<file path="config.mk">
export PLATFORM = sky130hd
export DESIGN_NAME = twi_frame_sequencer
export DESIGN_NICKNAME = d
export VERILOG_FILES = /design/src/rtl/twi_frame_sequencer.sv
export SDC_FILE = /design/constraint.sdc
export NUM_CORES = 1
export LEC_CHECK = 0
export ABC_AREA = 1
export CAP_MARGIN = 0
export CORE_MARGIN = 8
export CORE_UTILIZATION = 50
export CTS_CLUSTER_DIAMETER = 30
export DETAILED_ROUTE_END_ITERATION = 8
export PLACE_DENSITY = 0.74
export SLEW_MARGIN = 20
export SYNTH_ARGS = -nofsm -noshare
export SYNTH_HDL_FRONTEND = slang
export SYNTH_SLANG_ARGS = --single-unit
</file>
<file path="constraint.sdc">
create_clock -name clk -period 3.2 [get_ports clk]
set_clock_uncertainty 0.2 [all_clocks]
set_input_delay 0.96 -clock clk [delete_from_list [all_inputs] [get_ports clk]]
set_output_delay 0.96 -clock clk [all_outputs]
set_load 0.05 [all_outputs]
</file>
<file path="src/rtl/twi_frame_sequencer.sv">
`default_nettype none
//============================================================================
// Module   : twi_frame_sequencer
// Purpose  : Passive TWI (I2C-style) bus observer. It synchronizes the raw
//            scl/sda lines, detects START / repeated START / STOP, assembles
//            8 data bits plus the 9th (ACK) bit, and presents each completed
//            byte as a valid/ready record.
// Ports    : clk        - system clock
//            reset      - synchronous, active-high reset
//            scl, sda   - raw bus lines, asynchronous to clk
//            out_ready  - consumer accepts the record when high with out_valid
//            out_valid  - byte record available
//            out_data   - received byte (MSB first on the bus)
//            out_ack    - sampled 9th bit (0 = ACK, 1 = NACK)
//            out_first  - byte is the first after START / repeated START
//            start_det  - one-cycle pulse on START / repeated START
//            stop_det   - one-cycle pulse on STOP
//            bus_busy   - high between START and STOP
//            overrun    - sticky; a completed byte was dropped
// Options  : TWI_GLITCH_FILTER_EN - when defined, each synchronized line
//            changes its filtered value only after 3 consecutive equal
//            samples, so pulses shorter than 3 clk are rejected.
// Revision : 1.0 - initial release
//============================================================================
module twi_frame_sequencer (
  input  logic       clk,
  input  logic       reset,
  input  logic       scl,
  input  logic       sda,
  input  logic       out_ready,
  output logic       out_valid,
  output logic [7:0] out_data,
  output logic       out_ack,
  output logic       out_first,
  output logic       start_det,
  output logic       stop_det,
  output logic       bus_busy,
  output logic       overrun
);

  typedef enum logic [1:0] {
    IDLE = 2'd0,
    BITS = 2'd1,
    ACK  = 2'd2
  } state_t;

  // Two-flop synchronizers; reset to 1 so an idle bus produces no edge.
  logic scl_m, scl_s, sda_m, sda_s;

  always_ff @(posedge clk) begin
    if (reset) begin
      scl_m <= 1'b1;
      scl_s <= 1'b1;
      sda_m <= 1'b1;
      sda_s <= 1'b1;
    end else begin
      scl_m <= scl;
      scl_s <= scl_m;
      sda_m <= sda;
      sda_s <= sda_m;
    end
  end

  // Previous-cycle copies of the (possibly filtered) line values. They also
  // act as the held filtered value when the filter is enabled.
  logic scl_p, sda_p;
  logic scl_f, sda_f;

`ifdef TWI_GLITCH_FILTER_EN
  // Two older samples of each synchronized line; the filtered value only
  // follows the line once three consecutive samples agree.
  logic [1:0] scl_h, sda_h;

  always_ff @(posedge clk) begin
    if (reset) begin
      scl_h <= 2'b11;
      sda_h <= 2'b11;
    end else begin
      scl_h <= {scl_h[0], scl_s};
      sda_h <= {sda_h[0], sda_s};
    end
  end

  assign scl_f = ((scl_s == scl_h[0]) && (scl_s == scl_h[1])) ? scl_s : scl_p;
  assign sda_f = ((sda_s == sda_h[0]) && (sda_s == sda_h[1])) ? sda_s : sda_p;
`else
  assign scl_f = scl_s;
  assign sda_f = sda_s;
`endif

  always_ff @(posedge clk) begin
    if (reset) begin
      scl_p <= 1'b1;
      sda_p <= 1'b1;
    end else begin
      scl_p <= scl_f;
      sda_p <= sda_f;
    end
  end

  // Requiring scl high in both cycles excludes sda edges that coincide
  // with an scl edge.
  logic start_ev, stop_ev, scl_rise;
  assign start_ev = scl_f & scl_p &  sda_p & ~sda_f;
  assign stop_ev  = scl_f & scl_p & ~sda_p &  sda_f;
  assign scl_rise = scl_f & ~scl_p;

  // Sequencer state and next-state values
  state_t     state, state_n;
  logic [2:0] bit_cnt, bit_cnt_n;
  logic [7:0] shreg, shreg_n;
  logic       first, first_n;
  logic       busy_n;
  logic       valid_n, ack_n, ofirst_n, overrun_n;
  logic [7:0] data_n;
  logic       start_n, stop_n;
  logic       byte_done;

  always_ff @(posedge clk) begin
    if (reset) begin
      state     <= IDLE;
      bit_cnt   <= 3'd0;
      shreg     <= 8'd0;
      first     <= 1'b0;
      bus_busy  <= 1'b0;
      out_valid <= 1'b0;
      out_data  <= 8'd0;
      out_ack   <= 1'b0;
      out_first <= 1'b0;
      overrun   <= 1'b0;
      start_det <= 1'b0;
      stop_det  <= 1'b0;
    end else begin
      state     <= state_n;
      bit_cnt   <= bit_cnt_n;
      shreg     <= shreg_n;
      first     <= first_n;
      bus_busy  <= busy_n;
      out_valid <= valid_n;
      out_data  <= data_n;
      out_ack   <= ack_n;
      out_first <= ofirst_n;
      overrun   <= overrun_n;
      start_det <= start_n;
      stop_det  <= stop_n;
    end
  end

  always_comb begin
    state_n   = state;
    bit_cnt_n = bit_cnt;
    shreg_n   = shreg;
    first_n   = first;
    busy_n    = bus_busy;
    valid_n   = out_valid;
    data_n    = out_data;
    ack_n     = out_ack;
    ofirst_n  = out_first;
    overrun_n = overrun;
    start_n   = 1'b0;
    stop_n    = 1'b0;
    byte_done = 1'b0;

    if (out_valid && out_ready) begin
      valid_n = 1'b0;
    end

    if (stop_ev) begin
      state_n   = IDLE;
      bit_cnt_n = 3'd0;
      shreg_n   = 8'd0;
      first_n   = 1'b0;
      busy_n    = 1'b0;
      stop_n    = 1'b1;
    end else if (start_ev) begin
      // START and repeated START both restart the byte from scratch.
      state_n   = BITS;
      bit_cnt_n = 3'd0;
      shreg_n   = 8'd0;
      first_n   = 1'b1;
      busy_n    = 1'b1;
      start_n   = 1'b1;
    end else if (scl_rise) begin
      case (state)
        BITS: begin
          shreg_n = {shreg[6:0], sda_f};
          if (bit_cnt == 3'd7) begin
            state_n   = ACK;
            bit_cnt_n = 3'd0;
          end else begin
            bit_cnt_n = bit_cnt + 3'd1;
          end
        end
        ACK: begin
          byte_done = 1'b1;
          first_n   = 1'b0;
          state_n   = BITS;
          bit_cnt_n = 3'd0;
        end
        default: begin
          // scl activity while idle is ignored
        end
      endcase
    end

    // A consumer accepting in the same cycle frees the slot for the new byte.
    if (byte_done) begin
      if (!out_valid || out_ready) begin
        valid_n  = 1'b1;
        data_n   = shreg;
        ack_n    = sda_f;
        ofirst_n = first;
      end else begin
        overrun_n = 1'b1;
      end
    end
  end

endmodule
`default_nettype wire

</file>
# Yosys cells after proc, flatten, opt, wreduce, memory -nomap -nowiden
# Index checks and enable logic that the tools add are counted.
dict set report classes {
  add_sub_neg 1
  eq_ne 5
  n_mux 18
  bitwise_logic 10
  n_reduce_logical 16
}
# operator n
set op_table {}
lappend op_table {{$mux W1} 14}
lappend op_table {{$reduce_and A2 Y1} 5}
lappend op_table {{$and A1 B1 Y1} 6}
lappend op_table {{$pmux W3 S2} 1}
lappend op_table {{$reduce_and A3 Y1} 2}
lappend op_table {{$reduce_bool A2 Y1} 3}
lappend op_table {{$not A1 Y1} 4}
lappend op_table {{$pmux W2 S2} 1}
lappend op_table {{$add A3 B1 Y3 const B} 1}
lappend op_table {{$eq A3 B3 Y1 const B} 1}
lappend op_table {{$mux W3} 1}
lappend op_table {{$ne A3 B3 Y1 const B} 1}
lappend op_table {{$reduce_bool A3 Y1} 1}
lappend op_table {{$reduce_or A3 Y1} 1}
lappend op_table {{$eq A2 B1 Y1 const B} 1}
lappend op_table {{$eq A2 B2 Y1 const B} 1}
lappend op_table {{$mux W2} 1}
lappend op_table {{$ne A2 B2 Y1 const B} 1}
lappend op_table {{$reduce_or A2 Y1} 1}
lappend op_table {{$logic_and A1 B1 Y1} 1}
lappend op_table {{$logic_not A1 Y1} 1}
lappend op_table {{$logic_or A1 B1 Y1} 1}
dict set report word_totals {
  regBits 35
  inputBits 5
  elab_cells 69
}

# Longest topological paths before layout
dict set report logic_depth {
  depth_word 6
  depth_mapped 9
  ltp_nobuf 9
}

# Worst setup path after synthesis
# OpenSTA, ideal clock, no wires.
dict set report synth_path {
  path_type {input -> register}
  from {in reset}
  to {reg bit_cnt[2]}
  setup_ns 0.066
  t_arrival_ns 1.571
  required_ns 2.934
  slack_ns 1.363
  cell_stages 7
  path_buffers 2
  cell_sequence {clkbuf_2 -> inv_2 -> nand2_2 -> inv_2 -> nand2_4 -> buf_8 -> a21oi_2}
}
dict set report synth_via {
  elab_chain_len 1
}
# item line
set synth_rtl {}
lappend synth_rtl {{start: declaration} 27} ;# input logic reset,
lappend synth_rtl {{$reduce_or A3 Y1 (no source line)} n/a}
lappend synth_rtl {{end signal: assignment} 135} ;# bit_cnt <= bit_cnt_n;
lappend synth_rtl {{end: declaration} 110} ;# logic [2:0] bit_cnt, bit_cnt_n;
# No other way between the ends.
# A chain may end at the register's enable or synchronous reset.

# Worst setup path after layout
dict set report layout_path {
  from {reg out_data[0]}
  to {out out_data[0]}
}
# item line
set layout_rtl {}
lappend layout_rtl {{start: declaration} 32} ;# output logic [7:0] out_data,
lappend layout_rtl {{start signal: assignment} 140} ;# out_data <= data_n;
# No word-level cell between the ends.

==> out/metrics.csv <==
metric,value,unit
grt_max_degree,14,
ys_top_cells_by_area,"dfxtp_1 (51%), nor2_1 (7.3%), nand2_1 (6.8%), a21oi_2 (6.3%), ha_1 (3.6%)",
tns,0,ns
vias,1057,
required,2.04,ns
synthMostInstantiatedCell,dfxtp_1,
cts_max_level,2,
synthArstFlopShare,0,
dieArea,4710,um2
syn_nets,175,
core_area,2690,um2
hold_violations,0,
postCtsHoldBufs,0,
synth.cell_area,1390,um2
reg2reg_to,out_ack$_SDFFE_PP0P_,
tightest_slew,0.507,ns
clkPwrFrac,0.329,
cts_buffer_depth,2,
ir_worst_vdd,402,uV
min_path_type,reg -> reg,
multi_input_area,564,um2
first_iter_violations,26,
dp.cells,210,
first_global_vias,1007,
crit_type,reg -> out,
seqCellArea,701,um2
final_util,0.604,
synthFlopType,dfxtp_1,
cts_made_buffers,5,
maxSlewHeadroom,0.661,
slew_violations,0,
antenna_cells,0,
io_pins,20,
cts-resized-gates,0,
reg2reg_from,state[1]$_SDFFE_PP0P_,
ys_types,23,
clkTransAtPathRegs,0.10,ns
critPathLaunchType,flop,
die-height,68.6,um
setup_viol,0,
p_total,0.723,mW
grt_pass1_wl,4.22,mm
avgSynthCellArea,8.34,um2
ys_warn_count,0,
post_cts_buffers,0,
cts_tree,done,
final_nets,195,
power.internal,0.557,mW
sw_frac_of_total,0.229,
fmax,379,MHz
gp_congestion,0.799,
overflow,0,
slowest_stage,clkdlybuf4s50_1,
p_comb_frac,0.057,
clkLatencyLatePin,0.33,ns
final.min_clock_period,2.64,ns
wire_per_inst,11.6,um
rsz0062_at_grt,false,
ys_ff_latch,35,
worstRegToRegCells,7,
critPathCaptureType,primary output,
synthesis.instances,166,
post-dp-hpwl,1.92,mm
area_delta_synth_final,17.1,%
drive_gt1_frac,0.194,
worstPathBufferInverterCount,1,
crit_arrival,1.48,ns
critPathTopFamily,buffers and inverters,
path_cells,clkdlybuf4s50_1,
synth_edf_count,0,
n_fill_cell,242,
initial_core_util,0.516,
yosysSeqAreaShare,0.506,
run_status,"finished, final reports clean",
rrSetupSlack,1.58,ns
io_buffers,19,
cts_root_buf,clkbuf_4,
fp-row-count,19,
cap_violations,0,
hold_depth,1,
die_w,68.6,um
p_seq_frac,0.614,
p_leak,0.621,nW
drc,0,
cellPowerDensity,446,nW/um2
holdWs,0.227,ns
wl,2.51,mm
period_share,0.824,
slowest_delay,0.81,ns
synth_commonest_cells,"dfxtp_1 (35), nor2_1 (27), nand2_1 (25)",
first_pass_iters,4,
antenna_found_initial,0,
min_from,sda_m$_SDFF_PP1_,
avgViaCountPerCell,4.87,
synth_largest_area_cell,dfxtp_1,
grt_usage,0.120,
cp_max_fo,2,
switchingPower,0.166,mW
min_to,sda_f$_SDFF_PP1_,
antenna_left,0,
yosys.area.top_type_share,0.506,
fin_cells,217,
clkSinkCount,35,
per-stage QoR:
stage,cell area (um2),worst slack [ns]
3_3_place_gp,1570,0.772
3_5_place_dp,1570,0.734
6_report,1620,0.562
5_1_grt,1620,0.478
2_1_floorplan,1390,1.36
4_1_cts,1620,0.529
power groups by stage:
stage | combinational, mW | clock (mW) | sequential, mW
final | 0.0415 | 0.238 | 0.444
after global routing | 0.0461 | 0.271 | 0.445
after CTS | 0.0420 | 0.249 | 0.444
after detailed placement | 0.0419 | 0 | 0.454
after global placement | 0.0412 | 0 | 0.454
after floorplan | 0.0302 | 0 | 0.457
per-layer routing:
metal  up-vias  global-route usage  routed length (um)
li1        560                   -                   -
met1       470               0.128                1110
met2        21               0.196                1200
met3         6              0.0582                 159
met4         0              0.0512                  33
met5         -                   0                   0
sequential cells by signal (all words and copies together), names as in the netlist, 2 cells and up:
signal and cells:
shreg 8, out_data 8, bit_cnt 3, state 2
area by class of cell:
type                            count  area share
Sequential cell                    35       0.432
Multi-Input combinational cell    106       0.348
Timing Repair Buffer               19       0.117
Inverter                           19      0.0440
Clock buffer                        6      0.0316
Tap cell                           31      0.0239
Clock inverter                      1     0.00309
how the worst max path moves through the flow:
stage	to	start	slack [ns]	cells after the start
2_1_floorplan	bit_cnt[2]$_SDFFE_PP0P_	reset	1.36	7
3_3_place_gp	shreg[7]$_SDFFE_PP0P_	reset	0.77	6
3_5_place_dp	shreg[7]$_SDFFE_PP0P_	reset	0.73	6
4_1_cts	out_data[0]	out_data[0]$_SDFFE_PP0P_	0.53	1
5_1_grt	out_data[2]	out_data[2]$_SDFFE_PP0P_	0.48	1
6_report	out_data[0]	out_data[0]$_SDFFE_PP0P_	0.56	1
kinds of logic (layout without fill, tap and decap cells):
group | count (synthesis) | after routing | synth area share
DFF | 35 | 35 | 0.506
AOI/OAI and AO/OA | 25 | 25 | 0.117
buffers and inverters | 25 | 45 | 0.0867
and+or+nand+nor | 77 | 77 | 0.254
adders and majority gates | 4 | 4 | 0.0361
layout by cell type, fill, tap and decap left out:
| cell type | n |
|---|---|
| clkdlybuf4s50_1 | 19 |
| nor2_2 | 3 |
| clkinv_2 | 1 |
| clkbuf_8 | 1 |
| dfxtp_1 | 35 |
| or2_2 | 4 |
| nor2_1 | 27 |
| o21ai_1 | 10 |
| a21oi_1 | 5 |
| inv_1 | 13 |
| nand4_1 | 2 |
| nand3_1 | 9 |
| a21oi_2 | 10 |
| nor3_1 | 1 |
| inv_2 | 6 |
| nor3_2 | 1 |
| nand2_1 | 25 |
| clkbuf_4 | 5 |
| nand2_2 | 3 |
| nand3_2 | 1 |
| ha_1 | 4 |
| nand2_4 | 1 |
(Power assumes the default switching activity.)
